`src/rtl/mux_seg_scanner.sv`:
```
// mux_seg_scanner: multiplexed 8-segment scanner with per-frame snapshot,
// leading-zero blanking, per-digit decimal points and PWM dimming.
module mux_seg_scanner #(
    parameter int NUM_DIGITS = 4,
    parameter int DIV_LOG2   = 10,
    parameter int PWM_BITS   = 4
) (
    input  logic                    clk,
    input  logic                    rst_n,
    input  logic [4*NUM_DIGITS-1:0] data,
    input  logic [NUM_DIGITS-1:0]   dp,
    input  logic                    blank_lz,
    input  logic [PWM_BITS-1:0]     bright,
    input  logic                    oe,
    output logic [NUM_DIGITS-1:0]   drains,
    output logic [7:0]              segs,
    output logic                    frame
);
    localparam int DW = NUM_DIGITS > 1 ? $clog2(NUM_DIGITS) : 1;
    localparam logic [6:0] SEG7 [16] = '{
        7'h3F, 7'h06, 7'h5B, 7'h4F, 7'h66, 7'h6D, 7'h7D, 7'h07,
        7'h7F, 7'h6F, 7'h77, 7'h7C, 7'h39, 7'h5E, 7'h79, 7'h71
    };
    logic [DIV_LOG2-1:0]   pre_cnt;
    logic [DW-1:0]         dig;
    logic [4*NUM_DIGITS-1:0] snap_data;
    logic [NUM_DIGITS-1:0] snap_dp;
    logic                  on;
    logic                  snap;
    logic                  blank;
    logic [3:0]            nib;
    // pre_cnt==0 is the dead cycle separating slots; upper bits form the PWM phase
    always_comb begin
        snap  = pre_cnt == '0 && dig == '0;
        on    = oe && pre_cnt != '0 && pre_cnt[DIV_LOG2-1 -: PWM_BITS] <= bright;
        nib   = snap_data[4*int'(dig) +: 4];
        blank = blank_lz && dig != '0 && (snap_data >> (4*int'(dig))) == '0;
    end
    always_ff @(posedge clk) begin
        if (!rst_n) begin
            pre_cnt   <= '0;
            dig       <= '0;
            snap_data <= '0;
            snap_dp   <= '0;
            drains    <= '0;
            segs      <= '0;
            frame     <= 1'b0;
        end else begin
            pre_cnt <= pre_cnt + 1'b1;
            if (&pre_cnt)
                dig <= dig == DW'(NUM_DIGITS-1) ? '0 : dig + 1'b1;
            if (snap) begin
                snap_data <= data;
                snap_dp   <= dp;
            end
            frame  <= snap;
            drains <= on ? NUM_DIGITS'(1) << dig : '0;
            segs   <= on ? {snap_dp[dig], blank ? 7'h00 : SEG7[nib]} : '0;
        end
    end
endmodule

```
`config.mk`:
```
export PLATFORM = sky130hd
export DESIGN_NAME = mux_seg_scanner
export DESIGN_NICKNAME = d
export VERILOG_FILES = /design/src/rtl/mux_seg_scanner.sv
export SDC_FILE = /design/constraint.sdc
export NUM_CORES = 1
export LEC_CHECK = 0
export ABC_AREA = 1
export ABC_CLOCK_PERIOD_IN_PS = 1700
export CAP_MARGIN = 30
export CORE_MARGIN = 1
export CORE_UTILIZATION = 35
export CTS_CLUSTER_DIAMETER = 100
export CTS_CLUSTER_SIZE = 25
export DETAILED_ROUTE_END_ITERATION = 12
export PLACE_DENSITY_LB_ADDON = 0.2
export SLEW_MARGIN = 10
export SYNTH_ARGS = -nofsm -noshare
export SYNTH_HDL_FRONTEND = slang
export SYNTH_SLANG_ARGS = --single-unit
```
`constraint.sdc`:
```
create_clock -name clk -period 1.7 [get_ports clk]
set_input_delay 0.34 -clock clk [delete_from_list [all_inputs] [get_ports clk]]
set_output_delay 0.34 -clock clk [all_outputs]
set_load 0.02 [all_outputs]
```
==> impl_metrics.toml <==
[timing]
min_period_ps = 1623
finalMaxSlewViolations = 0
worst_clock_skew_ps = 6.546
fmax_mhz = 616.3
setup_violations = 0
slew_headroom = 0.7984
finalCritPeriodShare = 0.9544
hold_violations = 0
setup_slack_ps = 77.46
worstMarginPinSlew_ps = 299.2

[drt]
via_per_inst = 4.583
wire_per_inst_um = 10.83
drc = 8
dr.pass1.iters = 8
drtIter0Drc = 87
ant_nets = 0
vias = 2122
wirelength_um = 5016

[place]
place_ws_ps = -306.5
hpwl_um = 3696
gp_congestion = 0.8153
io_buffers = 40

[synthesis]
synth_top_family_by_area = "simple AND/OR/NAND/NOR gates"
yosys_register_bits = 45
mappedNetlistArea_sq_um = 2351
yosysUniqueCellTypes = 27
synth_warnings = 0
netlist_instances = 333
yosysSeqAreaShare = 0.3832
synthAdderAreaFrac = 0.07983
syn_nets = 376
synthMuxAreaShare = 0
synth-xor-area-share = 0
synth-compound-area-share = 0.1256
avgSynthCellArea_sq_um = 7.060
synth-simple-area-share = 0.3028

[setup_path]
r2r_start = "dig[0]$_SDFFE_PN0P_"
criticalPathCategory = "register to register"
start_kind = "register"
startpoint = "dig[0]$_SDFFE_PN0P_"
cp-end-kind = "register"
path_max_fanout = 8
required_ps = 1890
arrival_ps = 1810

[grt]
grt-ovfl-total = 0
grt_pass1_vias = 1985
grt_antenna_before_repair = 0
grt_usage = 0.1500
grtUsageMet2 = 0.2340
grt_start_max_net_pins = 30
grt_pass1_wl_um = 8625
use_met3 = 0.03264
grt-busiest-layer = "met2"
use_met1 = 0.2051

[cells_and_area]
areaGrowthSynthToFinish_pct = 36.51
final_cell_mix = "nand2_1, nor2_1, dfxtp_1, clkdlybuf4s50_1, inv_1"
drive_gt1_frac = 0.1813
fin_util = 0.4997
insertedDiodeCount = 0
nets = 428

[worst_hold_path]
hp-start = "snap_dp[0]$_SDFFE_PN0P_"
min-delay-path-class = "register to register"

[power_and_ir_drop]
p_sw_frac = 0.2873
ir_drop_mv = 0.4400
power_frac_clock = 0.317
combPwrFrac = 0.238
power.share.sequential = 0.445
leakage_nw = 1.444
power.internal_w = 0.001901
switchingPower_w = 0.0007665
powerDensity_nw_per_um2 = 831.2

[floorplan]
core_area_sq_um = 6422
die_h_um = 83.96
design.die.area_sq_um = 7049
die_w_um = 83.96
start_util = 0.3661
ios = 41
row_count = 29

[run_status]
violations = "design-rule violations"
outcome = "finished with violations"

[cts]
clock_latency_ps = 300
clockBufferDepth = 2
cts_sinks = 45
clk_pin_slew_ps = 90
cts_root_buffer = "clkbuf_8"
cts_buffers = 5
cts_tree = "yes"
h-tree-depth = 2

[flow_run]
maxCapViolCount = 0
## layout make-up
type	count	area (sq um)
clock inverter	2	37.54
tap	77	96.34
timing repair inverter	1	7.507
multi-input combinational	233	1359
timing repair buffer	55	543.0
fill	655	3213
clock buffer	6	82.58
sequential	45	904.6
inverter	44	178.9
## cells by family (layout without fill, tap and decap cells)
kind of cell               count (synthesis)  count (layout)
AOI/OAI and AO/OA                         57              57
adders and majority gates                 15              15
buffers and inverters                     55             108
DFF                                       45              45
and+or+nand+nor                          161             161
## state kept, by name, indices dropped and copies added (netlist names)
| register | flops |
|---|---|
| snap_dp | 4 |
| snap_data | 16 |
| dig | 2 |
| segs | 8 |
| drains | 4 |
| pre_cnt | 10 |
| frame | 1 |
## per-stage QoR
stage / cells / hold slack, ps / total power [W] / setup TNS (ps) / area [sq um]
floorplan: 333 / 424.5 / 0.001579 / 0 / 2359
CTS: 461 / 458.5 / 0.002631 / 0 / 3014
global route: 463 / 483.3 / 0.002847 / -174.9 / 3209
detailed placement: 451 / 446.7 / 0.001767 / -3219 / 2873
global placement: 451 / 439.6 / 0.001761 / -2655 / 2873
finish: 463 / 455.1 / 0.002668 / 0 / 3209
## per-layer routing
metal  vias up  wire [um]
li1       1158          -
met1       921       2576
met2        37       2211
met3         6        162
met4         0         66
met5         -          0
## final timing paths
kind                              to  slack [ps]  cells past startpoint
max               segs[4]$_SDFF_PP0_          80                     11
max reg2reg       segs[4]$_SDFF_PP0_          80                     11
min reg2reg  snap_dp[0]$_SDFFE_PN0P_         460                      2
min          snap_dp[0]$_SDFFE_PN0P_         460                      2
## what timing repair did
action,CTS,global route
cloned,0,1
buffers inserted,2,1
resized for setup,3,47
setup endpoints to repair,4,20
pin swaps,1,21
hold buffers,0,0
## power groups by stage
stage | registers (W) | clock network (W) | logic [W]
floorplan | 0.00122 | 0 | 0.000358
global route | 0.00120 | 0.000931 | 0.000719
detailed placement | 0.00121 | 0 | 0.000557
global placement | 0.00121 | 0 | 0.000553
CTS | 0.00118 | 0.000878 | 0.000568
finish | 0.00119 | 0.000846 | 0.000636
## cells in the mapped netlist, drive strengths merged
cell / number / area share
nor4: 1 / 0.0027
dfxtp: 45 / 0.38
nand2: 65 / 0.12
ha: 15 / 0.080
a21oi: 22 / 0.047
buf: 9 / 0.033
nor3: 1 / 0.0021
inv: 44 / 0.072
nor2: 60 / 0.096
o21ai: 32 / 0.070
clkbuf: 2 / 0.0032
a31oi: 1 / 0.0027
o21bai: 2 / 0.0064
nand3b: 2 / 0.0064
nand4: 1 / 0.0027
nand3: 31 / 0.078
## critical path: stages (launching register included)
cell and delay (ps):
dfxtp_4 370, buf_8 140, nand2_4 70, nand2_4 50
o21ai_4 160, buf_6 130, ha_4 120, nand3_2 70
nor2_2 120, nand2_2 80, nand2_4 120, nor2_1 60
Note: power is estimated with default switching activity, not from simulation.
